===== config.mk =====
export PLATFORM = sky130hd
export DESIGN_NAME = circuit_breaker_ctrl
export DESIGN_NICKNAME = d
export VERILOG_FILES = /design/src/rtl/circuit_breaker_ctrl.sv
export SDC_FILE = /design/constraint.sdc
export NUM_CORES = 1
export LEC_CHECK = 0
export CORE_ASPECT_RATIO = 1.4
export CORE_MARGIN = 3
export CORE_UTILIZATION = 51
export DETAILED_ROUTE_END_ITERATION = 8
export HOLD_SLACK_MARGIN = 0.08
export PLACE_DENSITY = 0.95
export SLEW_MARGIN = 25
export SYNTH_ARGS = -nofsm -noshare
export SYNTH_HDL_FRONTEND = slang
export SYNTH_SLANG_ARGS = --single-unit

===== constraint.sdc =====
create_clock -name clk -period 3.7 [get_ports clk]
set_input_delay 0.74 -clock clk [delete_from_list [all_inputs] [get_ports clk]]
set_output_delay 0.74 -clock clk [all_outputs]
set_load 0.01 [all_outputs]

===== src/rtl/circuit_breaker_ctrl.sv =====
// Trading circuit breaker: HALT -> COOLDOWN -> IDLE sequencing with retrip escalation.
// Optional lockout on repeated trips is enabled by defining CB_LOCKOUT_EN.
`timescale 1ns/1ps
module circuit_breaker_ctrl #(
  parameter int unsigned COOLDOWN_CYCLES = 16,
  parameter int unsigned LOCKOUT_TRIPS   = 3
) (
  input  logic       clk,
  input  logic       rst,
  input  logic       cb_load,
  input  logic [7:0] cb_param,
  input  logic [1:0] cb_type,
  input  logic       manual_release,
  output logic       trade_enable,
  output logic       throttle,
  output logic [1:0] cb_state,
  output logic [7:0] remaining,
  output logic       trip_pulse,
  output logic [7:0] trip_count,
  output logic [1:0] last_type
);

  typedef enum logic [1:0] {
    ST_IDLE     = 2'd0,
    ST_HALT     = 2'd1,
    ST_COOLDOWN = 2'd2,
    ST_LOCKOUT  = 2'd3
  } cb_state_e;

  localparam logic [7:0] COOL_LEN   = 8'(COOLDOWN_CYCLES);
  localparam logic [3:0] LOCK_TRIPS = 4'(LOCKOUT_TRIPS);

  cb_state_e  state_r;
  logic [7:0] remaining_r;
  logic [3:0] retrip_r;
  logic [7:0] trip_count_r;
  logic [1:0] last_type_r;
  logic       trip_pulse_r;
  logic       trade_enable_r;
  logic       throttle_r;

  cb_state_e  state_s;
  logic [7:0] remaining_s;
  logic [3:0] retrip_s;
  logic       accept_s;
  logic [3:0] retrip_inc_s;
  logic       lock_hit_s;
  logic [7:0] rem_dec_s;
  logic       trade_enable_s;
  logic       throttle_s;

  // Trips are dead while locked out; a zero-length halt request is not a trip.
  assign accept_s  = cb_load && (cb_param != 8'd0) && (state_r != ST_LOCKOUT);
  assign rem_dec_s = remaining_r - 8'd1;

`ifdef CB_LOCKOUT_EN
  assign retrip_inc_s = retrip_r + 4'd1;
  assign lock_hit_s   = (retrip_inc_s == LOCK_TRIPS);
`else
  logic unused_release_s;
  assign unused_release_s = manual_release;
  assign retrip_inc_s     = (retrip_r >= LOCK_TRIPS) ? LOCK_TRIPS : (retrip_r + 4'd1);
  assign lock_hit_s       = 1'b0;
`endif

  // Next-state, remaining-cycle and retrip-counter logic.
  always_comb begin
    state_s     = state_r;
    remaining_s = remaining_r;
    retrip_s    = retrip_r;
    case (state_r)
      ST_IDLE: begin
        if (accept_s) begin
          state_s     = ST_HALT;
          remaining_s = cb_param;
          retrip_s    = 4'd1;
        end else begin
          remaining_s = 8'd0;
        end
      end
      ST_HALT: begin
        if (accept_s) begin
          retrip_s = retrip_inc_s;
          if (lock_hit_s) begin
            state_s     = ST_LOCKOUT;
            remaining_s = 8'd0;
          end else begin
            // A retrip may lengthen the halt but never shorten it.
            remaining_s = (rem_dec_s > cb_param) ? rem_dec_s : cb_param;
          end
        end else if (remaining_r == 8'd1) begin
          state_s     = ST_COOLDOWN;
          remaining_s = COOL_LEN;
        end else begin
          remaining_s = rem_dec_s;
        end
      end
      ST_COOLDOWN: begin
        if (accept_s) begin
          retrip_s = retrip_inc_s;
          if (lock_hit_s) begin
            state_s     = ST_LOCKOUT;
            remaining_s = 8'd0;
          end else begin
            state_s     = ST_HALT;
            remaining_s = cb_param;
          end
        end else if (remaining_r == 8'd1) begin
          state_s     = ST_IDLE;
          remaining_s = 8'd0;
          retrip_s    = 4'd0;
        end else begin
          remaining_s = rem_dec_s;
        end
      end
      ST_LOCKOUT: begin
        remaining_s = 8'd0;
`ifdef CB_LOCKOUT_EN
        if (manual_release) begin
          state_s  = ST_IDLE;
          retrip_s = 4'd0;
        end else begin
          state_s = ST_LOCKOUT;
        end
`else
        state_s  = ST_IDLE;
        retrip_s = 4'd0;
`endif
      end
      default: begin
        state_s     = ST_IDLE;
        remaining_s = 8'd0;
        retrip_s    = 4'd0;
      end
    endcase
  end

  // Output flags decoded from the upcoming state so they register alongside it.
  always_comb begin
    trade_enable_s = 1'b0;
    throttle_s     = 1'b0;
    case (state_s)
      ST_IDLE:     trade_enable_s = 1'b1;
      ST_COOLDOWN: begin
        trade_enable_s = 1'b1;
        throttle_s     = 1'b1;
      end
      ST_HALT:     trade_enable_s = 1'b0;
      ST_LOCKOUT:  trade_enable_s = 1'b0;
      default:     trade_enable_s = 1'b0;
    endcase
  end

  // State and registered outputs.
  always_ff @(posedge clk) begin
    if (rst) begin
      state_r        <= ST_IDLE;
      remaining_r    <= 8'd0;
      retrip_r       <= 4'd0;
      trip_count_r   <= 8'd0;
      last_type_r    <= 2'd0;
      trip_pulse_r   <= 1'b0;
      trade_enable_r <= 1'b1;
      throttle_r     <= 1'b0;
    end else begin
      state_r        <= state_s;
      remaining_r    <= remaining_s;
      retrip_r       <= retrip_s;
      trip_pulse_r   <= accept_s;
      trade_enable_r <= trade_enable_s;
      throttle_r     <= throttle_s;
      if (accept_s) begin
        last_type_r <= cb_type;
        if (trip_count_r != 8'hFF) begin
          trip_count_r <= trip_count_r + 8'd1;
        end
      end
    end
  end

  assign cb_state     = state_r;
  assign remaining    = remaining_r;
  assign trip_count   = trip_count_r;
  assign last_type    = last_type_r;
  assign trip_pulse   = trip_pulse_r;
  assign trade_enable = trade_enable_r;
  assign throttle     = throttle_r;

endmodule

==> results of run 1 <==
## power by group through the flow
| stage | combinational (W) | clock [W] | sequential, W |
|---|---|---|---|
| floorplan | 0.000190 | 0 | 0.000304 |
| global placement | 0.000283 | 0 | 0.000298 |
| detailed placement | 0.000301 | 0 | 0.000300 |
| CTS | 0.000303 | 0.000120 | 0.000294 |
| global route | 0.000330 | 0.000130 | 0.000298 |
| finish | 0.000303 | 0.000118 | 0.000295 |
## area by class of cell
type	instances	area (µm²)	area share
Clock buffer	3	22.52	0.01270
Tap cell	34	42.54	0.02399
Inverter	11	41.29	0.02329
Sequential cell	23	460.4	0.2597
Timing Repair Buffer	35	350.3	0.1976
Multi-Input combinational cell	111	850.8	0.4799
Clock inverter	1	5.005	0.002823
## cells in the final DEF (no fill, tap or decap), types with 2 or more instances in the layout
| cell type | instances |
|---|---|
| or4_4 | 2 |
| nand4_1 | 4 |
| nor2_2 | 2 |
| and3_1 | 3 |
| clkbuf_4 | 3 |
| nand2_1 | 9 |
| xnor2_1 | 5 |
| xor2_1 | 8 |
| ha_1 | 11 |
| mux2i_1 | 3 |
| nor3b_2 | 2 |
| nand3_1 | 2 |
| nor3_1 | 4 |
| o21ai_0 | 2 |
| inv_1 | 11 |
| dfxtp_1 | 23 |
| clkdlybuf4s50_1 | 35 |
| o22ai_1 | 6 |
| a21oi_1 | 6 |
| nor2_1 | 15 |
| o21a_1 | 2 |
| nand2b_1 | 6 |
## metal layers
layer,vias up,share of wire
li1,596,-
met1,587,0.37
met2,43,0.55
met3,13,0.045
met4,0,0.036
met5,-,0
## worst max-delay path by stage
| stage | from | end | slack, ps |
|---|---|---|---|
| after floorplan | remaining[0]$_SDFF_PP0_ | remaining[2]$_SDFF_PP0_ | 1370 |
| after global placement | cb_param[1] | remaining[2]$_SDFF_PP0_ | 860 |
| after detailed placement | cb_param[1] | remaining[7]$_SDFF_PP0_ | 730 |
| after CTS | remaining[0]$_SDFF_PP0_ | remaining[7]$_SDFF_PP0_ | 910 |
| after global routing | remaining[0]$_SDFF_PP0_ | remaining[2]$_SDFF_PP0_ | 770 |
| final | remaining[0]$_SDFF_PP0_ | remaining[5]$_SDFF_PP0_ | 880 |
## registers in the layout (all words and copies together), names as in the netlist
| register | cells |
|---|---|
| throttle | 1 |
| cb_state | 2 |
| remaining | 8 |
| trade_enable | 1 |
| trip_pulse | 1 |
| trip_count | 8 |
| last_type | 2 |
## kinds of logic after synthesis
family                     after synthesis
and+or+nand+nor                         56
adders and majority gates               11
buffers and inverters                   13
xor gates and xnor gates                13
muxes                                    3
AOI/OAI and AO/OA                       28
DFF                                     23
## through the flow
stage | area [µm²] | hold slack, ps | instances | setup WS (ps)
CTS | 1773 | 535.7 | 218 | 909.4
global placement | 1745 | 479.2 | 214 | 857.9
floorplan | 1360 | 535.4 | 147 | 1373
finish | 1773 | 526.4 | 218 | 883.0
global route | 1773 | 562.2 | 218 | 766.2
detailed placement | 1745 | 510.4 | 214 | 733.6
## worst register-to-register path, stage by stage, from the launching register on
cell	delay [ps]
dfxtp_1	410
nor3_1	280
nor3b_1	260
xor2_1	260
ha_1	300
a21oi_1	180
o21ai_0	150
o22a_2	290
a211oi_4	420
o22ai_1	160
==> flow_metrics.env, run 1 <==
export IMPL_rsz0062_at_grt="no"
export IMPL_switchingPower_w=0.0002632
export IMPL_r2r_start="remaining[0]$_SDFF_PP0_"
export IMPL_p_int_w=0.0004526
export IMPL_synth_seq_cells=23
export IMPL_cap_viol_max_count=0
export IMPL_min_path_cells=2
export IMPL_diodes=0
export IMPL_worstSetupStartpointType="flop"
export IMPL_netlist_area_um2=1360
export IMPL_path_buf_inv=0
export IMPL_min_from="last_type[0]$_SDFFE_PP0P_"
export IMPL_finalSetupViolCount=0
export IMPL_power_w=0.0007158
export IMPL_p_clk_frac=0.165
export IMPL_ant_nets=0
export IMPL_syn_num_nets=172
export IMPL_die_w_um=49.65
export IMPL_arrival_ps=3010
export IMPL_clk_pin_slew_ps=130
export IMPL_holdPathEnd="last_type[0]$_SDFFE_PP0P_"
export IMPL_vdd_drop_max_mv=0.3230
export IMPL_leakage_nw=0.7350
export IMPL_synth_top_family_by_area="simple AND/OR/NAND/NOR gates"
export IMPL_wl_per_cell_um=15.55
export IMPL_synth_mux_area_frac=0.02208
export IMPL_synth_common_cells="23 x dfxtp_1, 15 x nor2_1, 11 x ha_1, 11 x inv_1, 9 x nand2_1"
export IMPL_synthXorXnorAreaFrac=0.08372
export IMPL_crit_chain="nor3_1, nor3b_1, xor2_1, ha_1, a21oi_1, o21ai_0, o22a_2, a211oi_4, o22ai_1"
export IMPL_slowest_stage="dfxtp_1"
export IMPL_clk_path_buf_depth=2
export IMPL_core_area_um2=2470
export IMPL_slew_violations=0
export IMPL_setup_worst_path_end_class="flop"
export IMPL_async_flop_share=0
export IMPL_grt_pass1_vias=1349
export IMPL_io_pins=37
export IMPL_reg2reg_slack_ps=880
export IMPL_n_fill_cell=208
export IMPL_portBuffers=35
export IMPL_switching_share=0.3677
export IMPL_syn_inst=147
export IMPL_postCtsHoldBufs=0
export IMPL_synth_warnings=0
export IMPL_rr_worst_depth=9
export IMPL_grt_pass1_wl_um=5678
export IMPL_grt_overflow=0
export IMPL_grtUsageTotal=0.2230
export IMPL_die_h_um=67.10
export IMPL_gp_congestion=0.9259
export IMPL_relSlewSlack=0.4672
export IMPL_crit_path_max_incr_delay_ps=410
export IMPL_drive_above_1_share=0.1141
export IMPL_place_hpwl_um=2706
export IMPL_comb_power_share=0.423
export IMPL_tightest_slew_ps=796.8
export IMPL_clock_fmax_mhz=355.0
export IMPL_htreeDepth=1
export IMPL_finalNetCount=210
export IMPL_fin_setup_tns_ps=0
export IMPL_viasPerCell=5.683
export IMPL_post_route_util=0.7178
export IMPL_grt_max_degree=25
export IMPL_critPathTopFamily="compound AO/OA/AOI/OAI gates"
export IMPL_via_count=1239
export IMPL_r2r_end="remaining[5]$_SDFF_PP0_"
export IMPL_grtUsageMet3=0.04027
export IMPL_use_met1=0.2123
export IMPL_dr_pass1_iters=4
export IMPL_clock_latency_ps=310
export IMPL_post_cts_buffers=0
export IMPL_synthAdderAreaFrac=0.1012
export IMPL_synth_compound_area_frac=0.1638
export IMPL_cts_repair_resized=0
export IMPL_criticalPathCategory="reg -> reg"
export IMPL_hold_viol=0
export IMPL_worstPathRequired_ps=3890
export IMPL_cp_num_cells=9
export IMPL_first_iter_violations=26
export IMPL_yosys_area_share_simple=0.2548
export IMPL_synthFlopType="dfxtp_1"
export IMPL_finalClockSkew_ps=1.904
export IMPL_hold_path_class="reg -> reg"
export IMPL_synthTopCellsByArea="dfxtp_1 34%, ha_1 10%, xor2_1 5.2%"
export IMPL_drc=0
export IMPL_power_frac_seq=0.412
export IMPL_synth_edf_count=0
export IMPL_rows=21
export IMPL_antenna_found_initial=0
export IMPL_ys_types=40
export IMPL_dieArea_um2=3331
export IMPL_drt_total_wl_um=3389
export IMPL_cellPowerDensity_nw_per_um2=403.7
export IMPL_status="finished clean"
export IMPL_busiest_layer="met2"
export IMPL_cts_sinks=23
export IMPL_crit_fanout=7
export IMPL_synth_top_area_frac=0.3385
export IMPL_period_needed_ps=2817
export IMPL_yosysMostFrequentCell="dfxtp_1"
export IMPL_start_util=0.5507
export IMPL_cts_tree="done"
export IMPL_synth_area_leader_cell="dfxtp_1"
export IMPL_min_period_over_period=0.7613
export IMPL_seq_area_frac_synth=0.3385
export IMPL_syn_mean_instance_area_um2=9.252
export IMPL_cts_made_buffers=3
export IMPL_areaGrowthSynthToFinish_pct=30.36
export IMPL_root_buffer="clkbuf_4"
export IMPL_met2_usage=0.4454
Note: power is estimated with default switching activity, not from simulation.
==> run 2, diff against run 1 <==
--- a/config.mk
+++ b/config.mk
@@ -7,10 +7,10 @@
 export LEC_CHECK = 0
 export CORE_ASPECT_RATIO = 1.4
 export CORE_MARGIN = 3
-export CORE_UTILIZATION = 51
+export CORE_UTILIZATION = 43
 export DETAILED_ROUTE_END_ITERATION = 8
 export HOLD_SLACK_MARGIN = 0.08
-export PLACE_DENSITY = 0.95
+export PLACE_DENSITY = 0.87
 export SLEW_MARGIN = 25
 export SYNTH_ARGS = -nofsm -noshare
 export SYNTH_HDL_FRONTEND = slang
==> constraint.sdc (replaced) <==
create_clock -name clk -period 2.5 [get_ports clk]
set_input_delay 0.5 -clock clk [delete_from_list [all_inputs] [get_ports clk]]
set_output_delay 0.5 -clock clk [all_outputs]
set_load 0.01 [all_outputs]
==> flow_metrics.env, run 2 (synthesis results as in run 1) <==
export IMPL_status="finished clean"
export IMPL_wl_per_cell_um=16.73
export IMPL_postCtsHoldBufs=0
export IMPL_slew_violations=0
export IMPL_period_needed_ps=2499
export IMPL_crit_chain="nor4_4, buf_4, nand2_4, xnor2_4, ha_4, nand4_1, o22a_2, a211o_4, o22ai_2"
export IMPL_dr_pass1_iters=4
export IMPL_clock_fmax_mhz=400.1
export IMPL_cellPowerDensity_nw_per_um2=636.2
export IMPL_rsz0062_at_grt="yes"
export IMPL_drc=0
export IMPL_clk_path_buf_depth=2
export IMPL_clock_latency_ps=260
export IMPL_critPathTopFamily="compound AO/OA/AOI/OAI gates"
export IMPL_rows=23
export IMPL_first_iter_violations=20
export IMPL_grt_overflow=0
export IMPL_clk_pin_slew_ps=80
export IMPL_cts_tree="done"
export IMPL_layout_setup_ws_ps=0.9019
export IMPL_criticalPathCategory="reg -> reg"
export IMPL_diodes=0
export IMPL_place_ws_ps=-185.9
export IMPL_tightest_slew_ps=326.0
export IMPL_antenna_found_initial=0
export IMPL_path_buf_inv=1
export IMPL_arrival_ps=2700
export IMPL_viasPerCell=5.527
export IMPL_dieArea_um2=3883
export IMPL_grt_max_degree=25
export IMPL_io_pins=37
export IMPL_final_common_cell="clkdlybuf4s50_1"
export IMPL_leakage_nw=0.8652
export IMPL_cts_sinks=23
export IMPL_htreeDepth=1
export IMPL_areaGrowthSynthToFinish_pct=53.45
export IMPL_die_h_um=72.55
export IMPL_grtUsageTotal=0.2116
export IMPL_worstPathRequired_ps=2700
export IMPL_crit_fanout=6
export IMPL_power_w=0.001328
export IMPL_cts_made_buffers=3
export IMPL_grt_pass1_wl_um=6065
export IMPL_start_util=0.4633
export IMPL_finalClockSkew_ps=2.056
export IMPL_layout_common_cells="35 x clkdlybuf4s50_1, 19 x dfxtp_1, 15 x nor2_1"
export IMPL_setup_worst_path_end_class="flop"
export IMPL_vdd_drop_max_mv=0.4199
export IMPL_hold_viol=0
export IMPL_worstSetupStartpointType="flop"
export IMPL_ant_nets=0
export IMPL_min_period_over_period=0.9996
export IMPL_drive_above_1_share=0.2950
export IMPL_reg2reg_slack_ps=0.9
export IMPL_drt_total_wl_um=3966
export IMPL_die_w_um=53.53
export IMPL_via_count=1310
export IMPL_cap_viol_max_count=0
export IMPL_finalNetCount=226
export IMPL_gp_congestion=0.8367
export IMPL_place_hpwl_um=2842
export IMPL_crit_path_max_incr_delay_ps=410
export IMPL_slowest_stage="a211o_4"
export IMPL_finalSetupViolCount=0
export IMPL_grt_pass1_vias=1448
export IMPL_hold_path_class="reg -> reg"
export IMPL_core_area_um2=2935
export IMPL_root_buffer="clkbuf_8"
export IMPL_portBuffers=35
export IMPL_relSlewSlack=0.7824
## run 2: changes by cell type in the layout (fill, tap and decap cells not counted), sizes merged
cell and delta:
clkinv -1, buf +16, clkbuf +1
## run 2: final timing paths
kind,start,endpoint,cells past startpoint
max,remaining[2]$_SDFF_PP0_,remaining[7]$_SDFF_PP0_,9
min,last_type[1]$_SDFFE_PP0P_,last_type[1]$_SDFFE_PP0P_,2
max reg2reg,remaining[2]$_SDFF_PP0_,remaining[7]$_SDFF_PP0_,9
min reg2reg,last_type[1]$_SDFFE_PP0P_,last_type[1]$_SDFFE_PP0P_,2
## run 2: cell type report
class / count / area (µm²)
Clock buffer: 4 / 45.04
Fill cell: 234 / 848.3
Inverter: 11 / 41.29
Multi-Input combinational cell: 111 / 998.5
Sequential cell: 23 / 470.5
Tap cell: 37 / 46.29
Timing Repair Buffer: 51 / 485.5
## run 2: repair_timing
item | 4_1_cts | 5_1_grt
hold endpoints to repair | 0 | 0
setup buffers | 2 | 2
setup endpoints to repair | 7 | 8
resized for setup | 6 | 27
pin swaps | 5 | 11
## run 2: metrics by stage
step | hold WS, ps | TNS, ps | std cells | util | area, µm²
3_3_place_gp | 484.8 | -477.6 | 229 | 0.6266 | 1839
3_5_place_dp | 502.3 | -1141 | 229 | 0.6266 | 1839
6_report | 511.7 | 0 | 237 | 0.7110 | 2087
4_1_cts | 520.9 | -0.3861 | 235 | 0.6586 | 1933
5_1_grt | 554.7 | -421.8 | 237 | 0.7110 | 2087
2_1_floorplan | 535.4 | 0 | 147 | - | 1360
## run 2: layer usage
| layer | GRT usage | routed length [µm] |
|---|---|---|
| met4 | 0.1335 | 138 |
| met3 | 0.03285 | 143 |
| met1 | 0.2008 | 1402 |
| met5 | 0 | 0 |
| met2 | 0.3984 | 2282 |
## run 2: worst reg2reg max path, delay by kind of cell, from the launching register on
family | cells | cell delay [ps]
AO/OA/AOI/OAI | 3 | 920
AND/OR/NAND/NOR | 3 | 530
flip-flops | 1 | 370
adder cells (fa/ha/maj) | 1 | 280
buffers and inverters | 1 | 190
XOR/XNOR | 1 | 140
## run 2: where the power goes
part	total (W)	leakage, nW	switching [W]	internal [W]
combinational	0.000656	0.652	0.000312	0.000344
clock	0.000231	0.0228	0.000117	0.000114
sequential	0.000440	0.191	0.0000430	0.000397
==> run 3, diff against run 2 <==
--- a/config.mk
+++ b/config.mk
@@ -11,6 +11,7 @@
 export DETAILED_ROUTE_END_ITERATION = 8
 export HOLD_SLACK_MARGIN = 0.08
 export PLACE_DENSITY = 0.87
+export SKIP_LAST_GASP = 1
 export SLEW_MARGIN = 25
 export SYNTH_ARGS = -nofsm -noshare
 export SYNTH_HDL_FRONTEND = slang
==> flow_metrics.env, run 3 (synthesis results as in run 1) <==
export IMPL_status="finished clean"
export IMPL_drt_total_wl_um=3966
export IMPL_fin_setup_tns_ps=0
export IMPL_relSlewSlack=0.7824
export IMPL_grt_pass1_wl_um=6065
export IMPL_die_w_um=53.53
export IMPL_antenna_found_initial=0
export IMPL_path_buf_inv=1
export IMPL_cellPowerDensity_nw_per_um2=636.2
export IMPL_finalClockSkew_ps=2.056
export IMPL_die_h_um=72.55
export IMPL_n_fill_cell=234
export IMPL_start_util=0.4633
export IMPL_clock_fmax_mhz=400.1
export IMPL_finalNetCount=226
export IMPL_tightest_slew_ps=326.0
export IMPL_drc=0
export IMPL_core_area_um2=2935
export IMPL_worstSetupStartpointType="flop"
export IMPL_slew_violations=0
export IMPL_htreeDepth=1
export IMPL_clock_latency_ps=260
export IMPL_grt_overflow=0
export IMPL_viasPerCell=5.527
export IMPL_diodes=0
export IMPL_cts_sinks=23
export IMPL_leakage_nw=0.8652
export IMPL_io_pins=37
export IMPL_dr_pass1_iters=4
export IMPL_arrival_ps=2700
export IMPL_final_common_cell="clkdlybuf4s50_1"
export IMPL_post_route_util=0.7110
export IMPL_drive_above_1_share=0.2950
export IMPL_layout_common_cells="35 x clkdlybuf4s50_1, 19 x dfxtp_1, 15 x nor2_1"
export IMPL_cap_viol_max_count=0
export IMPL_root_buffer="clkbuf_8"
export IMPL_grt_pass1_vias=1448
export IMPL_via_count=1310
export IMPL_place_hpwl_um=2842
export IMPL_rows=23
export IMPL_dieArea_um2=3883
export IMPL_rsz0062_at_grt="yes"
export IMPL_clk_path_buf_depth=2
export IMPL_slowest_stage="a211o_4"
export IMPL_postCtsHoldBufs=0
export IMPL_vdd_drop_max_mv=0.4199
export IMPL_grtUsageTotal=0.2116
export IMPL_clk_pin_slew_ps=80
export IMPL_first_iter_violations=20
export IMPL_gp_congestion=0.8367
export IMPL_min_period_over_period=0.9996
export IMPL_hold_viol=0
export IMPL_final_cells=237
export IMPL_finalSetupViolCount=0
export IMPL_portBuffers=35
export IMPL_crit_fanout=6
export IMPL_crit_path_max_incr_delay_ps=410
export IMPL_period_needed_ps=2499
export IMPL_wl_per_cell_um=16.73
export IMPL_power_w=0.001328
export IMPL_setup_worst_path_end_class="flop"
export IMPL_finalHoldWorstSlack_ps=511.7
export IMPL_post_place_cells=229
export IMPL_hold_path_class="reg -> reg"
export IMPL_ant_nets=0
export IMPL_worstPathRequired_ps=2700
export IMPL_crit_chain="nor4_4, buf_4, nand2_4, xnor2_4, ha_4, nand4_1, o22a_2, a211o_4, o22ai_2"
export IMPL_cts_tree="done"
export IMPL_critPathTopFamily="compound AO/OA/AOI/OAI gates"
export IMPL_cts_made_buffers=3
export IMPL_criticalPathCategory="reg -> reg"
export IMPL_grt_max_degree=25
export IMPL_areaGrowthSynthToFinish_pct=53.45
==> run 3: cell counts in the layout (fill, tap and decap cells not counted) <==
No cell type changed its count.
==> run 3: final timing paths <==
kind                                                 from                         to  slack (ps)  cells past startpoint
worst min register to register  last_type[1]$_SDFFE_PP0P_  last_type[1]$_SDFFE_PP0P_         510                      2
worst max register to register    remaining[2]$_SDFF_PP0_    remaining[7]$_SDFF_PP0_         0.9                      9
worst min-delay path            last_type[1]$_SDFFE_PP0P_  last_type[1]$_SDFFE_PP0P_         510                      2
worst max-delay path              remaining[2]$_SDFF_PP0_    remaining[7]$_SDFF_PP0_         0.9                      9
==> run 3: per-stage QoR <==
step | instance area (µm²) | setup slack [ps]
3_5_place_dp | 1839 | -185.9
2_1_floorplan | 1360 | 172.9
3_3_place_gp | 1839 | -76.84
6_report | 2087 | 0.9019
4_1_cts | 1933 | -0.3861
5_1_grt | 2087 | -86.73
==> run 3: worst reg2reg max path, stage by stage (launching register included) <==
cell and delay, ps:
dfxtp_4 370, nor4_4 320, buf_4 190, nand2_4 60
xnor2_4 140, ha_4 280, nand4_1 150, o22a_2 340
a211o_4 410, o22ai_2 170
==> run 3: cell type report <==
cell class | count | area, µm² | share of cell area
Clock buffer | 4 | 45.04 | 0.02158
Timing Repair Buffer | 51 | 485.5 | 0.2326
Multi-Input combinational cell | 111 | 998.5 | 0.4784
Inverter | 11 | 41.29 | 0.01978
Sequential cell | 23 | 470.5 | 0.2254
Tap cell | 37 | 46.29 | 0.02218
==> run 3: per-layer routing <==
layer,vias up,track usage,share of wire
met5,-,0,0
met4,0,0.1335,0.035
met3,15,0.03285,0.036
met2,46,0.3984,0.58
met1,619,0.2008,0.35
li1,630,-,-
==> run 3: timing repair <==
item                                    4_1_cts  5_1_grt
pin swaps                                     5       11
gates resized for setup                       6       27
buffers inserted                              2        2
hold endpoints to repair                      0        0
endpoints found under the setup margin        7        8
==> run 3: power breakdown <==
group | leakage (nW) | internal (W) | switching, W | total [W]
clock network | 0.0228 | 0.000114 | 0.000117 | 0.000231
registers | 0.191 | 0.000397 | 0.0000430 | 0.000440
logic | 0.652 | 0.000344 | 0.000312 | 0.000656
==> patch 1 (config.mk and constraints of run 1) <==
Add an input register stage for `cb_param`, without a reset; this delays it by one clock. The other inputs are not delayed to match.
--- a/src/rtl/circuit_breaker_ctrl.sv
+++ b/src/rtl/circuit_breaker_ctrl.sv
@@ -30,6 +30,12 @@
   localparam logic [7:0] COOL_LEN   = 8'(COOLDOWN_CYCLES);
   localparam logic [3:0] LOCK_TRIPS = 4'(LOCKOUT_TRIPS);
 
+  logic [7:0] cb_param_q;
+
+  always_ff @(posedge clk) begin
+    cb_param_q <= cb_param;
+  end
+
   cb_state_e  state_r;
   logic [7:0] remaining_r;
   logic [3:0] retrip_r;
@@ -50,7 +56,7 @@
   logic       throttle_s;
 
   // Trips are dead while locked out; a zero-length halt request is not a trip.
-  assign accept_s  = cb_load && (cb_param != 8'd0) && (state_r != ST_LOCKOUT);
+  assign accept_s  = cb_load && (cb_param_q != 8'd0) && (state_r != ST_LOCKOUT);
   assign rem_dec_s = remaining_r - 8'd1;
 
 `ifdef CB_LOCKOUT_EN
@@ -72,7 +78,7 @@
       ST_IDLE: begin
         if (accept_s) begin
           state_s     = ST_HALT;
-          remaining_s = cb_param;
+          remaining_s = cb_param_q;
           retrip_s    = 4'd1;
         end else begin
           remaining_s = 8'd0;
@@ -86,7 +92,7 @@
             remaining_s = 8'd0;
           end else begin
             // A retrip may lengthen the halt but never shorten it.
-            remaining_s = (rem_dec_s > cb_param) ? rem_dec_s : cb_param;
+            remaining_s = (rem_dec_s > cb_param_q) ? rem_dec_s : cb_param_q;
           end
         end else if (remaining_r == 8'd1) begin
           state_s     = ST_COOLDOWN;
@@ -103,7 +109,7 @@
             remaining_s = 8'd0;
           end else begin
             state_s     = ST_HALT;
-            remaining_s = cb_param;
+            remaining_s = cb_param_q;
           end
         end else if (remaining_r == 8'd1) begin
           state_s     = ST_IDLE;
Function: changed (a bounded check fails within 4 cycles, from zero or initial values and one cycle with rst high).
==> patch 1 against run 1 <==
Die area grew 9.9%. Final area grew 11%. Sequential cell count increased by 8. Power increased by 42%. Synthesized cell count up 5.4%. Worst hold slack got worse by 14 ps. Synthesized area increased by 11%. Worst setup slack better by 49 ps. Wire length grew 6.6%. Count of clock-buffer cells in the layout is 3 higher. Highest routed layer unchanged.
==> patch 1: results (changes against run 1) <==
- Final wirelength: 3.61 mm (+6.6%)
- CTS buffer count: 5 (+2)
- CP max-delay cell: nor4_1
- Met2 Use GR: 39.6% (-5.0 points)
- Place WS: 995 ps (+262 ps)
- Reg2reg start: remaining[2]
- Hold_ws: 512 ps (-14.3 ps)
- Crit Path Max Fanout: 5 (-2)
- Total GRT Usage: 21.8% (-0.50 points)
- Clk slew on worst S/H paths: 90 ps (-40 ps)
- Flop-to-flop setup slack: 930 ps (+50 ps)
- Final HPWL DP: 2.78 mm (+2.7%)
- Met1 Use GR: 22.7% (+1.5 points)
- DRT iter0 DRCs: 30 (+15%)
- Number of global-route vias before repair: 1344 (-0.37%)
- Post-synthesis sequential area ratio: 41.1% (+7.2 points)
- Hold-critical path depth: 2 (unchanged)
- Clk buf depth: 2 (unchanged)
- Nets: 219 (+4.3%)
- Status: finished clean
- First-pass GRT wire length: 6.09 mm (+7.2%)
- Worst Hold Class: reg -> reg
- Fill count: 183 (-12%)
- Commonest cells post-synth: 31 x dfxtp_1, 17 x nor2_1, 14 x inv_1
- Clk_skew: 1.88 ps (-0.0215 ps)
- Via density: 5.68 (about the same)
- Rel. slew slack: 50.8% (+4.1 points)
- VDD IR max: 0.334 mV (+3.5%)
- Pin count of the biggest net entering global routing: 18 (-28%)
- Reg2reg end: remaining[4]
- Top cells by area, synth: dfxtp_1 41%, ha_1 9.1%, a22o_1 4.6%
- Post-synth net total: 180 (+4.7%)
- CTS H-tree lvls: 2 (+1)
- Leakage: 0.795 nW (+8.1%)
- Layout cells sized above 1: 9.23% (-2.2 points)
- Sw Pwr: 0.330 mW (+25%)
- Clock Latency Late Sink: 330 ps (+20 ps)
- Routing usage on met3: 4.69% (+0.66 points)
- Synth unique cells: 37 (-7.5%)
- Crit-path max cell delay: 540 ps (+130 ps)
- Routability congestion estimate: 0.823 (-11%)
patch 1: cell types whose count changed after synthesis, sizes merged, moves of 3 or more:
cell | before | now
a22o | 0 | 8
dfxtp | 23 | 31
o22ai | 6 | 0
nand2b | 6 | 2
a221oi | 0 | 3
inv | 11 | 14
nand3 | 3 | 6
o21a | 3 | 0
patch 1: through the flow:
| stage | instances | cell area (um^2) | power (mW) |
|---|---|---|---|
| floorplan | 155 | 1510 | 0.627 |
| global placement | 223 | 1890 | 0.715 |
| detailed placement | 223 | 1890 | 0.737 |
| CTS | 231 | 1970 | 1.01 |
| global route | 231 | 1970 | 1.07 |
| finish | 231 | 1970 | 1.01 |
patch 1: worst register-to-register path, stage by stage (launching register included):
cell	delay, ps
dfxtp_1	370
nor4_1	540
nand2_1	140
xnor2_1	280
ha_1	310
a21oi_1	140
o21ai_0	90
o21ba_2	270
a22o_1	280
a221oi_2	250
patch 1: logic make-up (layout without fill, tap and decap cells):
group           Yosys count  in the layout  synth area share [%]
xor+xnor                 11             11                  6.38
compound gates           29             29                  18.7
fa+ha+maj                11             11                  9.11
flops                    31             31                  41.1
simple gates             53             53                  17.9
buf+inv                  17             57                  4.80
mux                       3              3                  1.99
patch 1: area by class of cell:
| class | count | area [um^2] | share of cell area (%) |
|---|---|---|---|
| multi-input combinational | 107 | 817 | 41.4 |
| sequential | 31 | 621 | 31.5 |
| timing repair buffer | 35 | 350 | 17.8 |
| inverter | 14 | 52.6 | 2.66 |
| clock buffer | 6 | 51.3 | 2.60 |
| tap | 36 | 45.0 | 2.28 |
| clock inverter | 2 | 35.0 | 1.78 |
patch 1: layer usage:
metal | part of all wire (%) | vias up | routed length [um]
li1 | - | 625 | -
met1 | 37 | 623 | 1350
met2 | 55 | 50 | 1990
met3 | 4.6 | 15 | 167
met4 | 2.9 | 0 | 105
met5 | 0 | - | 0
patch 1: worst max path at each step:
| stage | startpoint | to | slack, ps |
|---|---|---|---|
| 2_1_floorplan | remaining[2] | remaining[1] | 1350 |
| 5_1_grt | remaining[2] | remaining[4] | 730 |
| 6_report | remaining[2] | remaining[4] | 930 |
| 3_3_place_gp | cb_load | trip_count[5] | 1170 |
| 3_5_place_dp | remaining[2] | remaining[4] | 1000 |
| 4_1_cts | remaining[2] | remaining[4] | 970 |
patch 1: power by group through the flow:
| stage | combinational (mW) | sequential, mW | clock, mW |
|---|---|---|---|
| floorplan | 0.224 | 0.403 | 0 |
| global placement | 0.318 | 0.397 | 0 |
| detailed placement | 0.336 | 0.401 | 0 |
| CTS | 0.340 | 0.394 | 0.278 |
| global route | 0.378 | 0.398 | 0.296 |
| finish | 0.342 | 0.394 | 0.277 |
==> patch 2 (config.mk and constraints of run 1) <==
Made on the original files. Build with the macro `CB_LOCKOUT_EN` defined.
--- a/src/rtl/circuit_breaker_ctrl.sv
+++ b/src/rtl/circuit_breaker_ctrl.sv
@@ -1,6 +1,8 @@
 // Trading circuit breaker: HALT -> COOLDOWN -> IDLE sequencing with retrip escalation.
 // Optional lockout on repeated trips is enabled by defining CB_LOCKOUT_EN.
 `timescale 1ns/1ps
+`define CB_LOCKOUT_EN
+
 module circuit_breaker_ctrl #(
   parameter int unsigned COOLDOWN_CYCLES = 16,
   parameter int unsigned LOCKOUT_TRIPS   = 3
Formal check against the unedited RTL: not equivalent (Yosys sat finds a counterexample within 4 cycles, from zero or initial values and one cycle with rst high).
==> patch 2 against run 1 <==
Wire length rose by 32%. Die area rose by 25%. Final area rose by 23%. Via count rose by 42%. Non-clock buffer count rose by 2. Sequential cell count rose by 4. Worst setup slack improved by 24 ps. Synthesized area rose by 28%. Cell count rose by 32%. Sequential share of layout area fell by 1.1 points. Critical path depth rose by 1. Power rose by 22%.
==> patch 2: results (changes against run 1) <==
- Crit Path Max Fanout: 6 (-1)
- Post-synthesis sequential area ratio: 31.1% (-2.8 points)
- Antenna cell count: 0 (unchanged)
- Synth unique cells: 49 (+23%)
- Layout cells sized above 1: 6.02% (-5.4 points)
- Area after DPL: 2130 um^2 (+22%)
- Place WS: 714 ps (-19.8 ps)
- Final HPWL DP: 3.38 mm (+25%)
- Top cells by area, synth: dfxtp_1 31%, ha_1 9.4%, inv_1 4.5%
- Total GRT Usage: 21.6% (-0.70 points)
- Final worst path period share: 75.5% (-0.66 points)
- Status: finished clean
- Flop-to-flop setup slack: 910 ps (+20 ps)
- Reg2reg end: remaining[3]
- Crit-path max cell delay: 450 ps (+40 ps)
- CP max-delay cell: a21oi_1
- Mapped Cells: 214 (+46%)
- Post-synth net total: 241 (+40%)
- Pin count of the biggest net entering global routing: 28 (+12%)
- DRT iter0 DRCs: 111 (+330%)
- Wirelength per Cell: 15.5 um (-0.32%)
- DP Cell Count: 284 (+33%)
- Worst EP arrival: 2930 ps (-80 ps)
- Leakage: 0.845 nW (+15%)
- First-pass GRT wire length: 7.36 mm (+30%)
- Setup crit start: remaining[4]
- Clk slew on worst S/H paths: 90 ps (-40 ps)
- Root Buffer: clkbuf_8
- Clock Latency Late Sink: 270 ps (-40 ps)
- Via density: 6.10 (+7.3%)
- Routability congestion estimate: 0.868 (-6.3%)
- Clk_skew: 1.06 ps (-0.846 ps)
- Final setup vio count: 0 (unchanged)
- Non-filler cells in the finished layout: 288 (+32%)
- Rel. slew slack: 63.4% (+17 points)
- Commonest cells post-synth: 27 x dfxtp_1, 21 x inv_1, 19 x nor2_1
- PortBufs: 36 (+2.9%)
- Reg2reg path depth: 10 (+1)
-- patch 2: cells by family (layout without fill, tap and decap cells) --
| family | after synthesis | in the layout | share of synthesized area [%] |
|---|---|---|---|
| buffers and inverters | 27 | 62 | 6.04 |
| adders and majority gates | 13 | 13 | 9.35 |
| AOI/OAI and AO/OA | 54 | 54 | 22.7 |
| xor gates and xnor gates | 12 | 12 | 6.04 |
| DFF | 27 | 27 | 31.1 |
| and+or+nand+nor | 80 | 80 | 24.2 |
| muxes | 1 | 1 | 0.576 |
-- patch 2: where the power goes --
part           leakage (nW)  switching [mW]  internal (mW)
Clock                0.0255          0.0957         0.0756
Sequential            0.221          0.0307          0.313
Combinational         0.598           0.194          0.162
-- patch 2: worst reg2reg max path: cells and delay by family (launching register included) --
family	cells	cell delay (ps)
xor+xnor	1	220
buf+inv	1	70
simple gates	3	700
fa+ha+maj	1	310
compound gates	4	1000
flops	1	370
-- patch 2: per-layer routing --
metal  up-vias  global-route usage (%)  routed length [um]
li1        838                       -                   -
met1       825                    21.7                1710
met2        71                    42.1                2400
met3        23                    2.92                 182
met4         0                    13.5                 176
met5         -                       0                   0
-- patch 2: worst min path at each step --
stage	slack, ps	end	start
after CTS	480	last_type[0]	last_type[0]
after global routing	500	last_type[1]	last_type[1]
after floorplan	480	last_type[0]	last_type[0]
final	470	last_type[0]	last_type[0]
after detailed placement	460	last_type[0]	last_type[0]
after global placement	450	last_type[0]	last_type[0]
-- patch 2: cell type report --
| type | instances | area, um^2 |
|---|---|---|
| clock buffers | 3 | 41.3 |
| fillers | 273 | 1010 |
| multi-input cells | 160 | 1090 |
| inverters | 21 | 78.8 |
| flip-flops and latches | 27 | 541 |
| repair buffers | 37 | 368 |
| clock inverters | 1 | 5.00 |
| well taps | 39 | 48.8 |
